### src/rtl/core_config_pkg.sv
// Core-wide configuration shared by the performance counter CSR port.
// Holds the counter CSR address bases and the port FSM state type.
package core_config_pkg;

  localparam int XLEN         = 32;
  localparam int PERF_CNT_LEN = 64;

  localparam logic [11:0] CSR_CNT_U_LO = 12'hC00;
  localparam logic [11:0] CSR_CNT_U_HI = 12'hC80;
  localparam logic [11:0] CSR_CNT_M_LO = 12'hB00;
  localparam logic [11:0] CSR_CNT_M_HI = 12'hB80;

  typedef enum logic [1:0] {
    IDLE = 2'd0,
    EXEC = 2'd1,
    RESP = 2'd2
  } perf_port_state_t;

endpackage

### src/rtl/perf_csr_port_if.sv
// Request/response handshake between the execute stage (master) and the
// performance counter CSR port (slave).
interface perf_csr_port_if;
  import core_config_pkg::*;

  logic            req_valid;
  logic            req_ready;
  logic [11:0]     req_addr;
  logic            req_write;
  logic [XLEN-1:0] req_wdata;
  logic            rsp_valid;
  logic            rsp_ready;
  logic [XLEN-1:0] rsp_rdata;
  logic            rsp_err;

  modport master (
    output req_valid, req_addr, req_write, req_wdata, rsp_ready,
    input  req_ready, rsp_valid, rsp_rdata, rsp_err
  );

  modport slave (
    input  req_valid, req_addr, req_write, req_wdata, rsp_ready,
    output req_ready, rsp_valid, rsp_rdata, rsp_err
  );

endinterface

### src/rtl/perf_csr_decode.sv
// Combinational decode of a counter CSR address into counter index, half
// select and legality (user halves are read-only, mtime is not mapped).
module perf_csr_decode
  import core_config_pkg::*;
#(
  parameter int NUM_CNT = 4,
  parameter int IDX_W   = 2
) (
  input  logic [11:0]      addr,
  input  logic             write,
  output logic [IDX_W-1:0] index,
  output logic             hi,
  output logic             legal,
  output logic             writable
);

  localparam logic [6:0] NUM_CNT_L = 7'(NUM_CNT);

  logic [11:0] base;
  logic        is_user;
  logic        is_mach;
  logic        in_range;
  logic        is_mtime;

  // Classify the address block and bound the counter offset
  always_comb begin
    base     = {addr[11:7], 7'b000_0000};
    is_user  = (base == CSR_CNT_U_LO) || (base == CSR_CNT_U_HI);
    is_mach  = (base == CSR_CNT_M_LO) || (base == CSR_CNT_M_HI);
    in_range = (addr[6:0] < NUM_CNT_L);
    is_mtime = is_mach && (addr[6:0] == 7'd1);
    hi       = addr[7];
    index    = addr[IDX_W-1:0];
    writable = is_mach && in_range && !is_mtime;
    legal    = (is_user && in_range && !write) || writable;
  end

endmodule

### src/rtl/perf_csr_port.sv
// CSR access port for the performance counter bank: split 64-bit reads with a
// high-half coherence shadow, and one-cycle load strobes for machine writes.
module perf_csr_port
  import core_config_pkg::*;
#(
  parameter int NUM_CNT = 4
) (
  input  logic                    clk,
  input  logic                    rst_n,
  input  logic                    clk_en,
  perf_csr_port_if.slave          bus,
  input  logic [NUM_CNT*XLEN-1:0] cnt_lo,
  input  logic [NUM_CNT*XLEN-1:0] cnt_hi,
  output logic [NUM_CNT-1:0]      cnt_wr_en,
  output logic                    cnt_wr_hi,
  output logic [XLEN-1:0]         cnt_wr_data
);

  localparam int IDX_W = (NUM_CNT > 1) ? $clog2(NUM_CNT) : 1;

  perf_port_state_t state_q;
  logic [11:0]      addr_q;
  logic             write_q;
  logic [XLEN-1:0]  wdata_q;
  logic             req_ready_q;
  logic             rsp_valid_q;
  logic [XLEN-1:0]  rsp_rdata_q;
  logic             rsp_err_q;
  logic [NUM_CNT-1:0] wr_en_q;
  logic             wr_hi_q;
  logic [XLEN-1:0]  wr_data_q;
  logic [XLEN-1:0]  shadow_q;
  logic [IDX_W-1:0] shadow_idx_q;
  logic             shadow_vld_q;

  logic [IDX_W-1:0]   dec_idx;
  logic               dec_hi;
  logic               dec_legal;
  logic               dec_writable;
  logic [XLEN-1:0]    lo_arr [NUM_CNT];
  logic [XLEN-1:0]    hi_arr [NUM_CNT];
  logic [XLEN-1:0]    lo_sel;
  logic [XLEN-1:0]    hi_sel;
  logic               shadow_hit;
  logic [XLEN-1:0]    rdata_d;
  logic [NUM_CNT-1:0] wr_en_d;

  for (genvar g = 0; g < NUM_CNT; g++) begin : g_unpack
    assign lo_arr[g] = cnt_lo[g*XLEN +: XLEN];
    assign hi_arr[g] = cnt_hi[g*XLEN +: XLEN];
  end

  perf_csr_decode #(.NUM_CNT(NUM_CNT), .IDX_W(IDX_W)) u_decode (
    .addr     (addr_q),
    .write    (write_q),
    .index    (dec_idx),
    .hi       (dec_hi),
    .legal    (dec_legal),
    .writable (dec_writable)
  );

  // Read-data selection for the EXEC cycle; a high read of the shadowed index returns the snapshot
  always_comb begin
    lo_sel     = lo_arr[dec_idx];
    hi_sel     = hi_arr[dec_idx];
    shadow_hit = shadow_vld_q && (shadow_idx_q == dec_idx);
    wr_en_d    = '0;
    wr_en_d[dec_idx] = 1'b1;
    if (!dec_legal || write_q) begin
      rdata_d = '0;
    end else if (!dec_hi) begin
      rdata_d = lo_sel;
    end else if (shadow_hit) begin
      rdata_d = shadow_q;
    end else begin
      rdata_d = hi_sel;
    end
  end

  // Port FSM, shadow and registered strobes; nothing advances while clk_en is low
  always_ff @(posedge clk) begin
    if (!rst_n) begin
      state_q      <= IDLE;
      addr_q       <= 12'h000;
      write_q      <= 1'b0;
      wdata_q      <= '0;
      req_ready_q  <= 1'b1;
      rsp_valid_q  <= 1'b0;
      rsp_rdata_q  <= '0;
      rsp_err_q    <= 1'b0;
      wr_en_q      <= '0;
      wr_hi_q      <= 1'b0;
      wr_data_q    <= '0;
      shadow_q     <= '0;
      shadow_idx_q <= '0;
      shadow_vld_q <= 1'b0;
    end else begin
      wr_en_q   <= '0;
      wr_hi_q   <= 1'b0;
      wr_data_q <= '0;
      if (clk_en) begin
        case (state_q)
          IDLE: begin
            if (bus.req_valid) begin
              addr_q      <= bus.req_addr;
              write_q     <= bus.req_write;
              wdata_q     <= bus.req_wdata;
              req_ready_q <= 1'b0;
              state_q     <= EXEC;
            end
          end
          EXEC: begin
            rsp_rdata_q <= rdata_d;
            rsp_err_q   <= !dec_legal;
            state_q     <= RESP;
            if (write_q) begin
              shadow_vld_q <= 1'b0;
            end else if (dec_legal && !dec_hi) begin
              shadow_q     <= hi_sel;
              shadow_idx_q <= dec_idx;
              shadow_vld_q <= 1'b1;
            end else if (dec_legal && shadow_hit) begin
              shadow_vld_q <= 1'b0;
            end
            if (write_q && dec_writable) begin
              wr_en_q   <= wr_en_d;
              wr_hi_q   <= dec_hi;
              wr_data_q <= wdata_q;
            end
          end
          RESP: begin
            // First RESP cycle only raises valid, giving the two-cycle minimum latency
            if (!rsp_valid_q) begin
              rsp_valid_q <= 1'b1;
            end else if (bus.rsp_ready) begin
              rsp_valid_q <= 1'b0;
              req_ready_q <= 1'b1;
              state_q     <= IDLE;
            end
          end
          default: begin
            state_q     <= IDLE;
            req_ready_q <= 1'b1;
            rsp_valid_q <= 1'b0;
          end
        endcase
      end
    end
  end

  assign bus.req_ready = req_ready_q;
  assign bus.rsp_valid = rsp_valid_q;
  assign bus.rsp_rdata = rsp_rdata_q;
  assign bus.rsp_err   = rsp_err_q;
  assign cnt_wr_en     = wr_en_q;
  assign cnt_wr_hi     = wr_hi_q;
  assign cnt_wr_data   = wr_data_q;

endmodule

### src/flat_wrapper.sv
// flat-port wrapper written by rule: the top's interface ports become plain ports
module perf_csr_port_flat import core_config_pkg::*;
#(
  parameter int NUM_CNT = 4
)
  (clk, rst_n, clk_en, cnt_lo, cnt_hi, cnt_wr_en, cnt_wr_hi, cnt_wr_data, bus_req_valid, bus_req_addr, bus_req_write, bus_req_wdata, bus_rsp_ready, bus_req_ready, bus_rsp_valid, bus_rsp_rdata, bus_rsp_err);
  perf_csr_port_if bus_i ();
  input  logic clk;
  input  logic rst_n;
  input  logic clk_en;
  input  logic [NUM_CNT*XLEN-1:0] cnt_lo;
  input  logic [NUM_CNT*XLEN-1:0] cnt_hi;
  output logic [NUM_CNT-1:0] cnt_wr_en;
  output logic cnt_wr_hi;
  output logic [XLEN-1:0] cnt_wr_data;
  input wire logic [$bits(bus_i.req_valid)-1:0] bus_req_valid;
  input wire logic [$bits(bus_i.req_addr)-1:0] bus_req_addr;
  input wire logic [$bits(bus_i.req_write)-1:0] bus_req_write;
  input wire logic [$bits(bus_i.req_wdata)-1:0] bus_req_wdata;
  input wire logic [$bits(bus_i.rsp_ready)-1:0] bus_rsp_ready;
  output wire logic [$bits(bus_i.req_ready)-1:0] bus_req_ready;
  output wire logic [$bits(bus_i.rsp_valid)-1:0] bus_rsp_valid;
  output wire logic [$bits(bus_i.rsp_rdata)-1:0] bus_rsp_rdata;
  output wire logic [$bits(bus_i.rsp_err)-1:0] bus_rsp_err;
  assign bus_i.req_valid = bus_req_valid;
  assign bus_i.req_addr = bus_req_addr;
  assign bus_i.req_write = bus_req_write;
  assign bus_i.req_wdata = bus_req_wdata;
  assign bus_i.rsp_ready = bus_rsp_ready;
  assign bus_req_ready = bus_i.req_ready;
  assign bus_rsp_valid = bus_i.rsp_valid;
  assign bus_rsp_rdata = bus_i.rsp_rdata;
  assign bus_rsp_err = bus_i.rsp_err;
  perf_csr_port #(.NUM_CNT(NUM_CNT)) u_core (.clk(clk), .rst_n(rst_n), .clk_en(clk_en), .bus(bus_i), .cnt_lo(cnt_lo), .cnt_hi(cnt_hi), .cnt_wr_en(cnt_wr_en), .cnt_wr_hi(cnt_wr_hi), .cnt_wr_data(cnt_wr_data));
endmodule
### config.mk
export PLATFORM = sky130hd
export DESIGN_NAME = perf_csr_port_flat
export DESIGN_NICKNAME = d
export VERILOG_FILES = /design/src/rtl/core_config_pkg.sv /design/src/rtl/perf_csr_port_if.sv /design/src/rtl/perf_csr_decode.sv /design/src/rtl/perf_csr_port.sv /design/src/flat_wrapper.sv
export SDC_FILE = /design/constraint.sdc
export NUM_CORES = 1
export LEC_CHECK = 0
export BUFFER_PORTS_ARGS = -buffer_cell sky130_fd_sc_hd__buf_2
export CORE_AREA = 2 2 145 147
export DETAILED_ROUTE_END_ITERATION = 7
export DIE_AREA = 0 0 147 149
export PLACE_DENSITY = 0.78
export SETUP_SLACK_MARGIN = 0.3
export SLEW_MARGIN = 20
export SYNTH_ARGS = -nofsm -noshare
export SYNTH_HDL_FRONTEND = slang
export SYNTH_SLANG_ARGS = --single-unit
### constraint.sdc
create_clock -name clk -period 1.8 [get_ports clk]
set_input_delay 0.09 -clock clk [delete_from_list [all_inputs] [get_ports clk]]
set_output_delay 0.09 -clock clk [all_outputs]
set_load 0.01 [all_outputs]
==> impl_metrics.ini, run 1 <==
[run_status]
status = complete, no violations

[global_routing]
grt_pass1_vias = 7955
grt_max_degree = 53
grt_pass1_wl_um = 43200
antenna_found_initial = 3
grtUsageTotal = 0.255
overflow = 0

[die]
die_area_mm2 = 0.0219
ios = 378
die_w_um = 147
fp.dieH_um = 149
core_area_mm2 = 0.0206
rows = 53
initial_core_util = 0.384

[sta]
fin_skew_ns = 0.0108
setup_viol = 0
grt_setup_unrepaired = yes
slew_violations = 0
fmax_mhz = 559
finalHoldWorstSlack_ns = 0.0159
fin_crit_ns = 1.79
hold_viol = 0
fin_crit_sh = 0.994

[synth]
ys.flop_type = dfxtp_1
synth_nets = 1113
synth_area_mm2 = 0.00789
syn_area_per_cell_um2 = 9.77
synth_area_leader_cell = dfxtp_1
synthTopCellsByArea = dfxtp_1 (39%), mux4_2 (18%), nand2_1 (7.5%), a21boi_0 (6.9%), o31ai_2 (4.8%)
netlist_instances = 807
synth_seq_cells = 154
synth_top_area_frac = 0.391
synthArstFlopShare = 0
synth_edf_count = 0
yosys_warnings = 0
yosysUniqueCellTypes = 42
yosysSeqAreaShare = 0.391

[cts]
clock_tree.buffer_depth = 2
cts_made_buffers = 17
cts_tree = yes
cts_sinks = 154
path_clk_slew_ns = 0.06
clock_latency_ns = 0.42
cts_root_buf = clkbuf_16
htree_levels = 4

[detailed_routing]
post_drt_wl_per_cell_um = 20.2
via_per_inst = 5.45
top_layer_used = met5
drc = 0
num_vias = 8421
drtPass1Iterations = 5
met2WireLength_um = 15400
met1_length_um = 12200
wl_met3_um = 2510
wirelength_um = 31200
antenna_left = 0
drt-initial-drc-count = 441

[worst_setup_path]
crit_path_end_kind = register
ff2ff_path_depth = 5
timing.rr.start = u_core.addr_q[0]
cp-startpoint = u_core.addr_q[0]
worstPathRequired_ns = 2.10
start_kind = register
arrival_ns = 2.09
r2r-end = u_core.bus.rsp_rdata[7]
cp_cell_sequence = buf_12, buf_16, mux4_2, a21oi_1, o31ai_4
critPathSlowestCell = mux4_2
r2r_slack_ns = 0.01
cp_slowest_stage_delay_ns = 0.55
timing_worst_setup_path_type = register to register
cp_max_fo = 8

[layout]
final_cells = 1544
design_area_mm2 = 0.0131
fill_cells = 1531
seqCellArea_mm2 = 0.00310
drive_gt1_frac = 0.582
multi_input_comb_area_mm2 = 0.00525
nNetsFinal = 1560
area_growth_pct = 65.9
post-route-util = 0.636

[worst_hold_path]
whs_endpoint = u_core.state_q[1]
hp-class = input port to register
hp-start = clk_en
holdPathStages = 3

[placed_design]
dp_hpwl_um = 19200
placed_area_mm2 = 0.0102
place_congestion = 0.807
dp_cells = 1413
io_buffers = 377

[power]
power.density_mw_per_mm2 = 636
ir_worst_vdd_mv = 0.624
power_leakage_nw = 5.31

[flow_run]
drv_cap = 0
==> worst max-delay path: cells and delay by family (launching register included) <==
kind | cells | cell delay, ns
flops | 1 | 0.38
mux | 1 | 0.55
buf+inv | 2 | 0.34
compound gates | 2 | 0.39
==> state kept, by name, indices dropped and copies added, names as in the netlist <==
name	count
u_core.shadow_q	32
u_core.cnt_wr_en	4
u_core.write_q	1
u_core.shadow_idx_q	2
u_core.wdata_q	32
u_core.bus.rsp_rdata	32
u_core.bus.req_ready	1
u_core.addr_q	12
u_core.cnt_wr_data	32
u_core.bus.rsp_valid	1
u_core.state_q	2
u_core.cnt_wr_hi	1
u_core.shadow_vld_q	1
u_core.bus.rsp_err	1
==> synth_stat cells (2+ instances only) <==
| cell type | count |
|---|---|
| a21boi_0 | 72 |
| a21boi_1 | 9 |
| a21oi_1 | 34 |
| and2_1 | 34 |
| and3b_1 | 2 |
| and4_1 | 3 |
| buf_1 | 2 |
| buf_2 | 21 |
| buf_4 | 2 |
| buf_6 | 3 |
| clkbuf_1 | 48 |
| clkbuf_2 | 4 |
| dfxtp_1 | 154 |
| inv_1 | 2 |
| mux4_2 | 64 |
| nand2_1 | 157 |
| nand2b_1 | 2 |
| nand3_1 | 35 |
| nand3b_1 | 2 |
| nor2_1 | 36 |
| nor2b_1 | 2 |
| o21ai_0 | 36 |
| o31ai_1 | 34 |
| o31ai_2 | 30 |
| xor2_1 | 2 |
==> worst max-delay path by stage <==
stage | end | cells past startpoint | slack [ns]
after global routing | u_core.bus.rsp_rdata[7] | 5 | -0.03
after CTS | u_core.bus.rsp_rdata[4] | 7 | 0.09
after detailed placement | u_core.bus.rsp_rdata[10] | 6 | 0.01
final | u_core.bus.rsp_rdata[7] | 5 | 0.01
after floorplan | u_core.shadow_vld_q | 6 | 0.24
after global placement | u_core.bus.rsp_rdata[12] | 4 | 0.04
==> power by group <==
part	internal [mW]	switching, mW
clock network	1.85	1.49
registers	3.46	0.0386
logic	0.786	0.694
total	6.10	2.22
==> cell usage in the layout, fill, tap and decap left out, types with 6 or more instances in the layout <==
cell           instances
nand3_2               31
nor2_4                 8
a21oi_1                6
o31ai_1               20
o31ai_2               27
and2_1                33
buf_12                23
buf_16                17
nor2_1                13
dfxtp_1              144
o21ai_2               25
o31ai_4               17
a21oi_4                6
o21ai_1                9
mux4_2                64
a21boi_0              46
dlygate4sd3_1         46
buf_8                  6
dfxtp_2                7
buf_6                  9
nand2_1              157
clkbuf_16             25
buf_2                377
a21boi_1              31
a21oi_2               22
nor2_2                15
buf_4                 22
==> per-layer routing <==
metal / track usage / vias up
met5: 0 / -
met4: 0.0942 / 4
met3: 0.0566 / 90
met2: 0.427 / 440
met1: 0.323 / 4059
li1: - / 3828
==> area by class of cell <==
| cell class | count | area share |
|---|---|---|
| Sequential cell | 154 | 0.237 |
| Tap cell | 275 | 0.0263 |
| Multi-Input combinational cell | 571 | 0.401 |
| Clock buffer | 20 | 0.0349 |
| Inverter | 2 | 0.000574 |
| Timing Repair Buffer | 508 | 0.293 |
| Clock inverter | 12 | 0.00679 |
| Antenna cell | 2 | 0.000383 |
==> cell families after synthesis <==
family / after synthesis / synth area share
DFF: 154 / 0.391
buffers and inverters: 82 / 0.0468
and+or+nand+nor: 284 / 0.166
xor gates and xnor gates: 2 / 0.00222
other: 1 / 0.000476
AOI/OAI and AO/OA: 219 / 0.209
muxes: 65 / 0.184
==> repair_timing <==
item                       in CTS  in global routing
resized for setup             163                103
cloned                         14                 10
hold buffers                   46                  0
hold endpoints to repair       46                  0
buffers inserted               22                  5
setup endpoints to repair     103                134
pin swaps                      72                 49
==> per-stage QoR <==
step	setup slack [ns]	setup TNS, ns	total power, mW
after floorplan	0.241	0	4.17
after global placement	0.0422	0	4.68
after detailed placement	0.0106	0	4.69
after CTS	0.0937	0	8.25
after global routing	-0.0301	-0.0967	8.60
final	0.0109	0	8.32
(Power assumes the default switching activity.)
==> run 2: changes to the inputs <==
==> constraint.sdc (replaced) <==
create_clock -name clk -period 1.8 [get_ports clk]
set_input_delay 0 -clock clk [delete_from_list [all_inputs] [get_ports clk]]
set_output_delay 0 -clock clk [all_outputs]
set_load 0.01 [all_outputs]
==> impl_metrics.ini, run 2 (synthesis gave the netlist of run 1 again) <==
[run_status]
status = complete, no violations

[detailed_routing]
wirelength_um = 30900
num_vias = 8446
drc = 0
met1_length_um = 11800
antenna_left = 0
met2WireLength_um = 15400
drtPass1Iterations = 6
via_per_inst = 5.48
top_layer_used = met5
wl_met3_um = 2680
post_drt_wl_per_cell_um = 20.1
drt-initial-drc-count = 467

[placed_design]
place_congestion = 0.807
pre_cts_slack_ns = 0.0106
placed_area_mm2 = 0.0102
dp_cells = 1413
dp_hpwl_um = 19200
io_buffers = 377

[worst_setup_path]
start_kind = register
worstPathRequired_ns = 2.10
timing_worst_setup_path_type = register to register
cp_max_fo = 8
arrival_ns = 2.09
crit_path_end_kind = register

[die]
rows = 53
initial_core_util = 0.384
fp.dieH_um = 149
ios = 378
die_w_um = 147
die_area_mm2 = 0.0219
core_area_mm2 = 0.0206

[sta]
fmax_mhz = 558
fin_crit_sh = 0.996
setup_viol = 0
fin_skew_ns = 0.00969
fin_crit_ns = 1.79
slew_violations = 0
grt_setup_unrepaired = yes
fin_ws_ns = 0.00675
hold_viol = 0
finalHoldWorstSlack_ns = 0.0367

[global_routing]
grtUsageTotal = 0.255
grt_pass1_wl_um = 43300
antenna_found_initial = 4
grt_max_degree = 53
grt_pass1_vias = 7993
overflow = 0

[layout]
final_cells = 1540
design_area_mm2 = 0.0130
final_cell_mix = buf_2 (377), nand2_1 (157), dfxtp_1 (144), mux4_2 (64), dlygate4sd3_1 (47)
drive_gt1_frac = 0.579
nNetsFinal = 1555
area_growth_pct = 64.5
fill_cells = 1558
layout_commonest_cell = buf_2
multi_input_comb_area_mm2 = 0.00525
post-route-util = 0.631
seqCellArea_mm2 = 0.00310

[cts]
clock_tree.buffer_depth = 2
clock_latency_ns = 0.42
path_clk_slew_ns = 0.06
cts_made_buffers = 17
htree_levels = 4
cts_tree = yes
cts_root_buf = clkbuf_16
cts_sinks = 154

[power]
power.density_mw_per_mm2 = 641
ir_worst_vdd_mv = 0.621
power_leakage_nw = 5.26

[worst_hold_path]
hp-class = input port to register

[flow_run]
drv_cap = 0
run 2: cell types whose count changed in the layout (fill, tap and decap cells not counted), sizes merged:
cell / previous run / this run
buf: 454 / 451
dlygate4sd3: 46 / 47
clkbuf: 28 / 25
diode: 2 / 3
run 2: worst paths after layout:
path,from,to,depth (start not counted),slack (ns)
setup / recovery,u_core.addr_q[0],u_core.bus.rsp_rdata[7],5,0.007
hold / removal,rst_n,u_core.shadow_vld_q,2,0.04
setup reg to reg,u_core.addr_q[0],u_core.bus.rsp_rdata[7],5,0.007
hold reg to reg,u_core.wdata_q[1],u_core.cnt_wr_data[1],1,0.45
run 2: what timing repair did:
action,4_1_cts,5_1_grt
hold endpoints to repair,48,0
setup endpoints to repair,103,135
resized for setup,163,100
pin swaps,72,48
buffers inserted,22,4
hold buffers,47,0
cloned,14,5
run 2: layer usage:
metal	vias to the layer above	GRT usage
met4	4	0.0938
met3	92	0.0566
met5	-	0
li1	3818	-
met2	488	0.430
met1	4044	0.324
run 2: per-stage QoR:
step | setup TNS [ns] | power, mW
after floorplan | 0 | 4.17
after CTS | 0 | 8.25
after global routing | -0.0716 | 8.60
after detailed placement | 0 | 4.69
final | 0 | 8.31
after global placement | 0 | 4.68
run 2: layout make-up:
cell class / instances / area share
Antenna cell: 3 / 0.000579
Clock buffer: 20 / 0.0352
Clock inverter: 12 / 0.00685
Timing Repair Buffer: 503 / 0.287
Sequential cell: 154 / 0.239
Tap cell: 275 / 0.0265
Inverter: 2 / 0.000579
Multi-Input combinational cell: 571 / 0.405
run 2: where the power goes:
group / switching [mW] / total [mW] / internal, mW
combinational: 0.695 / 1.48 / 0.788
clock: 1.48 / 3.33 / 1.85
sequential: 0.0387 / 3.50 / 3.46
run 2: worst max-delay path, stage by stage, from the launching register on:
cell,delay [ns]
dfxtp_4,0.38
buf_12,0.18
buf_16,0.16
mux4_2,0.55
a21oi_1,0.29
o31ai_4,0.10
==> run 3: changes to the inputs <==
--- a/config.mk
+++ b/config.mk
@@ -6,10 +6,10 @@
 export NUM_CORES = 1
 export LEC_CHECK = 0
 export BUFFER_PORTS_ARGS = -buffer_cell sky130_fd_sc_hd__buf_2
-export CORE_AREA = 2 2 145 147
+export CORE_AREA = 2 2 149 151
 export DETAILED_ROUTE_END_ITERATION = 7
-export DIE_AREA = 0 0 147 149
-export PLACE_DENSITY = 0.78
+export DIE_AREA = 0 0 151 153
+export PLACE_DENSITY = 0.69
 export SETUP_SLACK_MARGIN = 0.3
 export SLEW_MARGIN = 20
 export SYNTH_ARGS = -nofsm -noshare
==> constraint.sdc (replaced) <==
create_clock -name clk -period 1.63 [get_ports clk]
set_input_delay 0 -clock clk [delete_from_list [all_inputs] [get_ports clk]]
set_output_delay 0 -clock clk [all_outputs]
set_load 0.01 [all_outputs]
==> impl_metrics.ini, run 3 (synthesis gave the netlist of run 1 again) <==
[global_routing]
grt_pass1_wl_um = 43300
grtUsageTotal = 0.241
antenna_found_initial = 4
overflow = 0
grt_pass1_vias = 8050
grt_max_degree = 51

[sta]
slew_headroom = 0.643
slew_violations = 0
finalHoldWorstSlack_ns = 0.0316
fmax_mhz = 583
worst_pin_slew_ns = 0.536
fin_setup_tns_ns = -2.23
fin_skew_ns = 0.0294
setup_viol = 74
fin_ws_ns = -0.0849
fin_crit_ns = 1.71
grt_setup_unrepaired = yes
fin_crit_sh = 1.05
hold_viol = 0

[worst_setup_path]
start_kind = register
worstPathRequired_ns = 1.98
ff2ff_path_depth = 5
cp_max_fo = 9
r2r-end = u_core.cnt_wr_data[12]
timing_worst_setup_path_type = register to register
cp-startpoint = u_core.addr_q[6]
cp_cell_sequence = nor4_4, and3_4, and4_4, buf_8, and2_1
cpLargestDelayFamily = simple AND/OR/NAND/NOR gates
critPathSlowestCell = and4_4
arrival_ns = 2.07
crit_path_end_kind = register
timing.rr.start = u_core.addr_q[6]
crit_buf_inv = 1
cp_slowest_stage_delay_ns = 0.35
worstSetupEndpoint = u_core.cnt_wr_data[12]
r2r_slack_ns = -0.08
crit_cells = 5

[cts]
cts_root_buf = clkbuf_16
cts_sinks = 154
cts_tree = yes
cts_made_buffers = 17
path_clk_slew_ns = 0.06
clock_latency_ns = 0.43
clock_tree.buffer_depth = 2
htree_levels = 4

[power]
comb_power_share = 0.168
intPower_mw = 7.36
power.density_mw_per_mm2 = 778
sequentialPowerShare = 0.396
power_leakage_nw = 5.39
ir_worst_vdd_mv = 0.620
clkPwrFrac = 0.436
p_sw_frac = 0.247
total_power_mw = 9.77
p_sw_mw = 2.41

[layout]
final_cell_mix = buf_2 (377), dfxtp_1 (144), nand2_1 (112), mux4_2 (64), dlygate4sd3_1 (47)
area_growth_pct = 59.3
design_area_mm2 = 0.0126
post-route-util = 0.585
drive_gt1_frac = 0.570
layout_commonest_cell = buf_2
nNetsFinal = 1548

[detailed_routing]
wirelength_um = 30000
drtPass1Iterations = 4
antenna_left = 0
post_drt_wl_per_cell_um = 19.5
drc = 0
drt-initial-drc-count = 559
via_per_inst = 5.34
num_vias = 8208

[placed_design]
dp_hpwl_um = 19500
placed_area_mm2 = 0.0104
io_buffers = 377
place_congestion = 0.824

[run_status]
violations = setup timing
status = finished, violations left

[die]
rows = 54
die_area_mm2 = 0.0231
initial_core_util = 0.367
fp.dieH_um = 153
ios = 378
die_w_um = 151
core_area_mm2 = 0.0215

[flow_run]
drv_cap = 0

[worst_hold_path]
holdPathStages = 2
hp-class = input port to register
-- run 3: what timing repair did --
item	in CTS	in global routing
setup buffers	12	2
setup endpoints to repair	149	150
pin swaps	50	60
hold buffers	47	0
gates resized for setup	161	101
hold endpoints to repair	48	0
gates cloned	6	7
-- run 3: worst min path at each step --
stage / start / end
final: rst_n / u_core.shadow_vld_q
after CTS: rst_n / u_core.shadow_vld_q
after detailed placement: bus_req_addr[1] / u_core.addr_q[1]
after global placement: bus_req_addr[6] / u_core.addr_q[6]
after global routing: rst_n / u_core.shadow_vld_q
after floorplan: bus_req_addr[11] / u_core.addr_q[11]
-- run 3: metrics by stage --
step                      cells  setup slack (ns)
final                      1537           -0.0849
after global routing       1536            -0.159
after CTS                  1525           -0.0383
after detailed placement   1429            -0.114
after global placement     1429           -0.0905
after floorplan             807            0.0712
-- run 3: worst reg2reg max path: cells and delay by family (launching register included) --
family / cells / cell delay (ns)
simple gates: 4 / 1.14
buf+inv: 1 / 0.18
flops: 1 / 0.33
-- run 3: layer usage --
layer / up-vias / routed length, µm / global-route usage
li1: 3790 / - / -
met1: 3988 / 12100 / 0.308
met2: 371 / 15000 / 0.403
met3: 55 / 2180 / 0.0528
met4: 4 / 756 / 0.0823
met5: - / 23 / 0
-- run 3: cell type report --
class                           count  area, µm²
Timing Repair Buffer              496       3350
Clock inverter                     10        166
Tap cell                          280        350
Antenna cell                        3       7.51
Inverter                            2       7.51
Multi-Input combinational cell    571       5110
Fill cell                        1797       8920
Sequential cell                   154       3100
Clock buffer                       21        460
-- run 3: power by group through the flow --
stage	Sequential [mW]	Clock, mW	Combinational, mW
finish	3.87	4.26	1.64
global route	3.87	4.52	1.76
CTS	3.87	4.35	1.53
detailed placement	3.95	0	1.26
global placement	3.95	0	1.24
floorplan	3.94	0	0.678
